**src/rtl/serial_pkg.sv**
```systemverilog
// Shared definitions for the serial link receive path: FSM state encoding,
// line levels and a counter-width helper.
package serial_pkg;

  typedef enum logic [2:0] {
    IDLE,
    START,
    DATA,
    PARITY,
    STOP,
    BREAK
  } rx_state_e;

  localparam logic IDLE_LEVEL  = 1'b1;
  localparam logic START_LEVEL = 1'b0;
  localparam logic STOP_LEVEL  = 1'b1;

  // Bits needed to hold the values 0 .. n-1, never less than one.
  function automatic int cnt_w(input int n);
    return (n <= 2) ? 1 : $clog2(n);
  endfunction

endpackage

```
**src/rtl/rx_bit_counter.sv**
```systemverilog
// Loadable down-counter with enable and a zero flag; load wins over enable.
module rx_bit_counter #(
  parameter int W = 4
) (
  input  logic         clk,
  input  logic         rst,
  input  logic         load,
  input  logic         en,
  input  logic [W-1:0] load_val,
  output logic         zero
);

  logic [W-1:0] cnt;

  // NOTE: sequential state is written with non-blocking assignments only, so
  // every flop samples the values from before the clock edge.
  always_ff @(posedge clk or negedge rst) begin
    if (!rst) begin
      cnt <= '0;
    end else if (load) begin
      cnt <= load_val;
    end else if (en) begin
      cnt <= cnt - W'(1);
    end
  end

  assign zero = (cnt == '0);

endmodule

```
**src/rtl/serial_receiver.sv**
```systemverilog
// Serial link receiver: start detect, LSB-first shift-in, stop check and a
// valid/ack output port. Define SERIAL_RX_PARITY_CHECK_EN for even parity.
module serial_receiver
  import serial_pkg::*;
#(
  parameter int DATA_W       = 8,
  parameter int CLKS_PER_BIT = 4
) (
  input  logic              clk,
  input  logic              rst,
  input  logic              serial_in,
  input  logic              data_ack,
  output logic [DATA_W-1:0] data_out,
  output logic              data_valid,
  output logic              parity_err,
  output logic              frame_err,
  output logic              overrun,
  output logic              busy
);

  localparam int TICK_W = cnt_w(CLKS_PER_BIT);
  localparam int BIT_W  = cnt_w(DATA_W);
  localparam logic [TICK_W-1:0] TICK_MID  = TICK_W'(CLKS_PER_BIT / 2 - 1);
  localparam logic [TICK_W-1:0] TICK_FULL = TICK_W'(CLKS_PER_BIT - 1);
  localparam logic [BIT_W-1:0]  BIT_LAST  = BIT_W'(DATA_W - 1);

  rx_state_e         state, next_state;
  logic [DATA_W-1:0] shift_reg;
  logic              tick_load, tick_en, tick_zero;
  logic [TICK_W-1:0] tick_val;
  logic              bit_load, bit_en, bit_zero;
  logic              shift_en, deliver, stop_bad;
  logic              accept;

  rx_bit_counter #(.W(TICK_W)) u_tick_cnt (
    .clk      (clk),
    .rst      (rst),
    .load     (tick_load),
    .en       (tick_en),
    .load_val (tick_val),
    .zero     (tick_zero)
  );

  rx_bit_counter #(.W(BIT_W)) u_bit_cnt (
    .clk      (clk),
    .rst      (rst),
    .load     (bit_load),
    .en       (bit_en),
    .load_val (BIT_LAST),
    .zero     (bit_zero)
  );

  always_ff @(posedge clk or negedge rst) begin
    if (!rst) state <= IDLE;
    else      state <= next_state;
  end

`ifdef SERIAL_RX_PARITY_CHECK_EN
  logic par_en;
`endif

  // NOTE: every signal assigned here gets a default first so no path through
  // the case statement can infer a latch.
  always_comb begin
    next_state = state;
    tick_load  = 1'b0;
    tick_val   = TICK_FULL;
    tick_en    = 1'b0;
    bit_load   = 1'b0;
    bit_en     = 1'b0;
    shift_en   = 1'b0;
    deliver    = 1'b0;
    stop_bad   = 1'b0;
`ifdef SERIAL_RX_PARITY_CHECK_EN
    par_en     = 1'b0;
`endif
    unique case (state)
      IDLE: begin
        if (serial_in == START_LEVEL) begin
          next_state = START;
          tick_load  = 1'b1;
          tick_val   = TICK_MID;
        end
      end
      START: begin
        if (tick_zero) begin
          tick_load = 1'b1;
          if (serial_in == START_LEVEL) begin
            next_state = DATA;
            bit_load   = 1'b1;
          end else begin
            next_state = IDLE;
          end
        end else begin
          tick_en = 1'b1;
        end
      end
      DATA: begin
        if (tick_zero) begin
          tick_load = 1'b1;
          shift_en  = 1'b1;
          if (bit_zero) begin
`ifdef SERIAL_RX_PARITY_CHECK_EN
            next_state = PARITY;
`else
            next_state = STOP;
`endif
          end else begin
            bit_en = 1'b1;
          end
        end else begin
          tick_en = 1'b1;
        end
      end
`ifdef SERIAL_RX_PARITY_CHECK_EN
      PARITY: begin
        if (tick_zero) begin
          tick_load  = 1'b1;
          par_en     = 1'b1;
          next_state = STOP;
        end else begin
          tick_en = 1'b1;
        end
      end
`endif
      STOP: begin
        if (tick_zero) begin
          tick_load = 1'b1;
          if (serial_in == STOP_LEVEL) begin
            deliver    = 1'b1;
            next_state = IDLE;
          end else begin
            stop_bad   = 1'b1;
            next_state = BREAK;
          end
        end else begin
          tick_en = 1'b1;
        end
      end
      BREAK: begin
        // Hold here until the line returns idle so a stuck-low line is not
        // mistaken for a stream of start bits.
        if (serial_in == IDLE_LEVEL) next_state = IDLE;
      end
      default: next_state = IDLE;
    endcase
  end

  // A new word may land only if the output slot is free or being freed.
  assign accept = deliver && (!data_valid || data_ack);

  always_ff @(posedge clk or negedge rst) begin
    if (!rst) begin
      shift_reg  <= '0;
      data_out   <= '0;
      data_valid <= 1'b0;
      overrun    <= 1'b0;
      frame_err  <= 1'b0;
    end else begin
      frame_err <= stop_bad;
      if (shift_en) shift_reg <= {serial_in, shift_reg[DATA_W-1:1]};
      if (accept) begin
        data_out   <= shift_reg;
        data_valid <= 1'b1;
        overrun    <= 1'b0;
      end else if (deliver) begin
        overrun <= 1'b1;
      end else if (data_ack && data_valid) begin
        data_valid <= 1'b0;
        overrun    <= 1'b0;
      end
    end
  end

`ifdef SERIAL_RX_PARITY_CHECK_EN
  logic par_bad;

  always_ff @(posedge clk or negedge rst) begin
    if (!rst) begin
      par_bad    <= 1'b0;
      parity_err <= 1'b0;
    end else begin
      if (par_en) par_bad <= (^shift_reg) ^ serial_in;
      if (accept) parity_err <= par_bad;
    end
  end
`else
  assign parity_err = 1'b0;
`endif

  assign busy = (state != IDLE);

endmodule

```
**config.mk**
```make
export PLATFORM = sky130hd
export DESIGN_NAME = serial_receiver
export DESIGN_NICKNAME = d
export VERILOG_FILES = /design/src/rtl/serial_pkg.sv /design/src/rtl/rx_bit_counter.sv /design/src/rtl/serial_receiver.sv
export SDC_FILE = /design/constraint.sdc
export NUM_CORES = 1
export LEC_CHECK = 0
export CAP_MARGIN = 5
export CORE_MARGIN = 3
export CORE_UTILIZATION = 50
export CTS_CLUSTER_SIZE = 20
export DETAILED_ROUTE_END_ITERATION = 16
export PLACE_DENSITY = 0.84
export SLEW_MARGIN = 30
export SYNTH_ARGS = -nofsm -noshare
export SYNTH_HDL_FRONTEND = slang
export SYNTH_SLANG_ARGS = --single-unit
```
**constraint.sdc**
```tcl
create_clock -name clk -period 6.3 [get_ports clk]
set_clock_uncertainty 0.15 [all_clocks]
set_input_delay 0.945 -clock clk [delete_from_list [all_inputs] [get_ports clk]]
set_output_delay 0.945 -clock clk [all_outputs]
set_load 0.01 [all_outputs]
```
**After elaboration in Yosys (flattened, before gate mapping)**

Index checks and enable logic that the tools add are counted.

- Register bits: 27
- Input port bits: 4
- Output and inout bits: 13

- $add $sub $neg: 2
- Equal/unequal tests: 11
- Mux-type cells: 35
- Reductions and logical operators: 15

Operators by type and width:

| operator | number |
|---|---|
| $mux W3 | 9 |
| $mux W1 | 19 |
| $pmux W3 S5 | 1 |
| $ne A2 B2 Y1 const B | 6 |
| $mux W2 | 5 |
| $eq A3 B3 Y1 const B | 2 |
| $logic_not A3 Y1 | 2 |
| $reduce_and A6 Y1 | 1 |
| $reduce_bool A2 Y1 | 3 |
| $reduce_bool A3 Y1 | 2 |
| $eq A3 B1 Y1 const B | 1 |
| $eq A3 B2 Y1 const B | 1 |
| $reduce_or A3 Y1 | 1 |
| $sub A3 B1 Y3 const B | 1 |
| $logic_and A1 B1 Y1 | 2 |
| $logic_not A2 Y1 | 1 |
| $ne A2 B1 Y1 const B | 1 |
| $pmux W1 S2 | 1 |
| $reduce_and A2 Y1 | 1 |
| $sub A2 B1 Y2 const B | 1 |
| $logic_not A1 Y1 | 1 |
| $logic_or A1 B1 Y1 | 1 |

**Depth between registers and ports, before layout**

- Depth in word-level cells: 6
- Gate-level depth with buffers: 7

**Modules after synthesis**

Synthesis repeated with hierarchy kept, for this count alone.

- Cells, all modules: 112
- Area total of the unflattened synthesis: 1286.2 um^2

Modules (own cells, without submodules):

| module | instances | cells an instance | area an instance (um^2) | seq. area each (um^2) |
|---|---|---|---|---|
| serial_receiver | 1 | 81 | 998.5 | 550.5 |
| rx_bit_counter (u_bit_cnt) | 1 | 19 | 171.4 | 75.1 |
| rx_bit_counter (u_tick_cnt) | 1 | 12 | 116.4 | 50.0 |

**Worst setup path before layout**

No wires, ideal clock.

- Path type: reg2reg
- Start: register u_tick_cnt.cnt[0]
- End: register data_out[0]
- Setup time: 125 ps
- Arrival time: 1728 ps
- Setup slack: 4297 ps
- Cell stages (with the launch flop): 7
- Period minus slack after synthesis: 2003 ps
- Cell sequence: dfrtp_1 inv_1 ha_1 or3b_1 buf_6 nor3_4 mux2_2

- Cells in the longest elaborated chain, start to end: 4

Ends and longest elaborated chain:

| what | line | RTL |
|---|---|---|
| start, declared | rx_bit_counter.sv:13 | `logic [W-1:0] cnt;` |
| start signal, assigned | rx_bit_counter.sv:21 | `cnt <= load_val;` |
| start signal, assigned | rx_bit_counter.sv:23 | `cnt <= cnt - W'(1);` |
| $logic_not A2 Y1 | rx_bit_counter.sv:27 | `assign zero = (cnt == '0);` |
| $mux W1 | serial_receiver.sv:127 | `if (tick_zero) begin` |
| $mux W1 | serial_receiver.sv:77 | `unique case (state)` |
| $logic_and A1 B1 Y1 | serial_receiver.sv:150 | `assign accept = deliver && (!data_valid \|\| data_ack);` |
| end signal, assigned | serial_receiver.sv:163 | `data_out <= shift_reg;` |
| end, declared | serial_receiver.sv:13 | `output logic [DATA_W-1:0] data_out,` |

No other way between the ends.
A chain may end at the register's enable or synchronous reset.

**Worst setup path after layout**

- Start: register state[0]
- End: output port busy

- Cells in the longest elaborated chain, start to end: 1

Ends and longest elaborated chain:

| what | line | RTL |
|---|---|---|
| start, declared | serial_receiver.sv:27 | `rx_state_e state, next_state;` |
| start signal, assigned | serial_receiver.sv:55 | `else state <= next_state;` |
| $reduce_bool A3 Y1 | serial_receiver.sv:191 | `assign busy = (state != IDLE);` |
| end, declared | serial_receiver.sv:18 | `output logic busy` |

No other way between the ends.

==> results.sh <==
export IMPL_crit_path_end_kind="output port"
export IMPL_cp_required_ns=5.20
export IMPL_ys_warn_count=0
export IMPL_final_period_utilization=0.4410
export IMPL_dp_slack_ns=3.559
export IMPL_hold_viol_final=0
export IMPL_start_util=0.5507
export IMPL_cts_sinks=27
export IMPL_max_stage_delay_ns=0.52
export IMPL_fin_ws_ns=3.522
export IMPL_cts_clk_slew_worst_paths_ns=0.16
export IMPL_layout_nets=140
export IMPL_vias=891
export IMPL_n_antenna_cell=0
export IMPL_setup_tns_ns=0
export IMPL_p_leak_nw=0.6832
export IMPL_worst_slew_pin_slew_ns=0.5569
export IMPL_cts_root_buf="clkbuf_4"
export IMPL_drtIter0Drc=6
export IMPL_num_fill_cells=186
export IMPL_synth_seq_cells=27
export IMPL_worstSetupPathType="reg -> out"
export IMPL_wl_per_cell_um=14.49
export IMPL_routed_wl_um=2319
export IMPL_htreeDepth=1
export IMPL_grt_overflow=0
export IMPL_drc=0
export IMPL_powerDensity_nw_per_um2=319.6
export IMPL_reg2reg_from="u_tick_cnt.cnt[0]"
export IMPL_syn_avg_cell_area_sq_um=10.54
export IMPL_grtUsageTotal=0.1711
export IMPL_reg2reg_slack_ns=3.87
export IMPL_grt_pass1_vias=933
export IMPL_antenna_left=0
export IMPL_rsz0062_at_grt="false"
export IMPL_critPathBufInv=2
export IMPL_drt_first_pass_iters=4
export IMPL_worst_r2r_endpoint="data_out[1]"
export IMPL_whs_path_depth=2
export IMPL_setup_viol=0
export IMPL_io_pins=17
export IMPL_cts_resized=0
export IMPL_syn_inst=120
export IMPL_min_to="shift_reg[0]"
export IMPL_area_delta_synth_final_pct=13.75
export IMPL_cts_tree="built"
export IMPL_reg2reg_depth=5
export IMPL_max_slew_margin_rel=0.6266
export IMPL_utilization=0.6264
export IMPL_arrival_ns=1.68
export IMPL_ys_types=34
export IMPL_synth_top_area_frac=0.5341
export IMPL_crit_family="buffers and inverters"
export IMPL_coreArea_sq_um=2297
export IMPL_slew_violations=0
export IMPL_hold_path_startpoint="shift_reg[0]"
export IMPL_min_path_type="reg -> reg"
export IMPL_antenna_found_initial=0
export IMPL_clk_path_buf_depth=2
export IMPL_postCtsSetupBuffers=0
export IMPL_vias_per_cell=5.569
export IMPL_clock_latency_ns=0.34
export IMPL_cts_buffers=3
export IMPL_synth_async_sr_flop_share=1.000
export IMPL_fin_crit_ns=2.778
export IMPL_die_h_um=56.30
export IMPL_yosys_top_cells_count="dfrtp_1 (27), nand2_1 (27), mux2_2 (8)"
export IMPL_synth_fp_nets=127
export IMPL_place_congestion=0.8295
export IMPL_dieWidth_um=56.30
export IMPL_portBuffers=15
export IMPL_place_hpwl_um=1632
export IMPL_netlist_area_sq_um=1265
export IMPL_maxCapViolations=0
export IMPL_ctsHoldBuffers=0
export IMPL_synthFlopType="dfrtp_1"
export IMPL_start_kind="flip-flop"
export IMPL_fmax_ghz=0.3600
export IMPL_synth_seq_area_share=0.5341
export IMPL_rows=17
export IMPL_crit_chain="nor3_1 > inv_1 > clkdlybuf4s50_1"
export IMPL_status="completed"
export IMPL_path_max_fanout=11
export IMPL_synth_edf_count=0
export IMPL_crit_slowest_cell="dfrtp_1"
export IMPL_vdd_drop_max_mv=0.1981
export IMPL_drive_gt1_frac=0.1136
export IMPL_grt_pass1_wl_um=4257
export IMPL_synth_area_top_cells="dfrtp_1 (53%), nand2_1 (8.0%), mux2_2 (7.1%)"
export IMPL_synth_area_leader_cell="dfrtp_1"
export IMPL_finalPower_mw=0.4599
export IMPL_grt_max_degree=28
export IMPL_dieArea_sq_um=3170
==> logic make-up (layout without fill, tap and decap cells) <==
| family | after synthesis | in the layout | synth area share |
|---|---|---|---|
| AO/OA/AOI/OAI | 18 | 18 | 0.1019 |
| buffers and inverters | 15 | 27 | 0.05935 |
| other | 1 | 1 | 0.002965 |
| adder cells (fa/ha/maj) | 3 | 3 | 0.02968 |
| AND/OR/NAND/NOR | 48 | 48 | 0.2008 |
| multiplexers | 8 | 8 | 0.07122 |
| flip-flops | 27 | 27 | 0.5341 |
==> per-stage QoR <==
step           cells  hold slack (ns)  instance area, sq um
2_1_floorplan    120           0.2902                  1265
3_3_place_gp     156           0.3028                  1409
3_5_place_dp     156           0.3078                  1409
4_1_cts          160           0.3435                  1439
5_1_grt          160           0.3846                  1439
6_report         160           0.3445                  1439
==> worst max path at each step <==
stage,start,to,depth (start not counted)
after floorplan,u_tick_cnt.cnt[0],data_out[0],6
after global placement,serial_in,data_out[2],4
after detailed placement,serial_in,data_out[1],4
after CTS,state[0],busy,3
after global routing,state[0],busy,3
final,state[0],busy,3
==> cell type report <==
| type | count | area (sq um) | area share |
|---|---|---|---|
| flip-flops and latches | 27 | 675.6 | 0.4696 |
| multi-input cells | 78 | 514.2 | 0.3574 |
| repair buffers | 16 | 157.7 | 0.1096 |
| well taps | 28 | 35.03 | 0.02435 |
| inverters | 7 | 26.28 | 0.01826 |
| clock buffers | 3 | 22.52 | 0.01565 |
| clock inverters | 1 | 7.507 | 0.005217 |
==> layer usage <==
| metal | wire length [um] | GRT usage | up-vias | part of all wire |
|---|---|---|---|---|
| met1 | 1029 | 0.2098 | 440 | 0.44 |
| li1 | - | - | 427 | - |
| met4 | 65 | 0.09492 | 0 | 0.028 |
| met3 | 84 | 0.03678 | 5 | 0.036 |
| met2 | 1140 | 0.2788 | 19 | 0.49 |
| met5 | 0 | 0 | - | 0 |
==> worst reg2reg max path, cell delays in order, from the launching register on <==
cell and delay, ns:
dfrtp_1 0.42, inv_1 0.06, ha_1 0.34, or3b_1 0.50, nor3_4 0.45, mux2_2 0.40
==> report_power, final <==
part | internal [mW] | total (mW) | switching [mW]
sequential | 0.208 | 0.239 | 0.0315
clock | 0.0244 | 0.0800 | 0.0557
combinational | 0.0714 | 0.141 | 0.0694
==> placed cells by master (no fill, tap or decap) <==
cell type | Yosys | routed
a2111oi_0 | 1 | 1
o311a_1 | 1 | 1
or3b_1 | 1 | 1
and3b_1 | 1 | 1
nor3b_1 | 2 | 2
conb_1 | 1 | 1
a32oi_1 | 1 | 1
a21oi_1 | 1 | 1
nor2b_1 | 4 | 4
dfrtp_1 | 27 | 27
o21ai_0 | 5 | 5
clkinvlp_4 | 0 | 1
and2b_1 | 1 | 1
a221oi_1 | 1 | 1
or3_1 | 1 | 1
nor3_1 | 2 | 2
clkdlybuf4s50_1 | 0 | 15
nand3_1 | 1 | 1
nor2_1 | 2 | 2
buf_4 | 1 | 1
nor3_4 | 1 | 1
ha_1 | 3 | 3
o32ai_1 | 1 | 1
and4bb_2 | 1 | 1
nand2b_1 | 3 | 3
clkbuf_4 | 0 | 3
nand4bb_1 | 1 | 1
o21a_1 | 1 | 1
o21bai_1 | 2 | 2
a31oi_1 | 1 | 1
o32a_1 | 1 | 1
nand2_1 | 27 | 27
inv_1 | 7 | 7
o211ai_1 | 2 | 2
mux2_2 | 8 | 8
No activity file was read; power rests on OpenSTA's default activity.
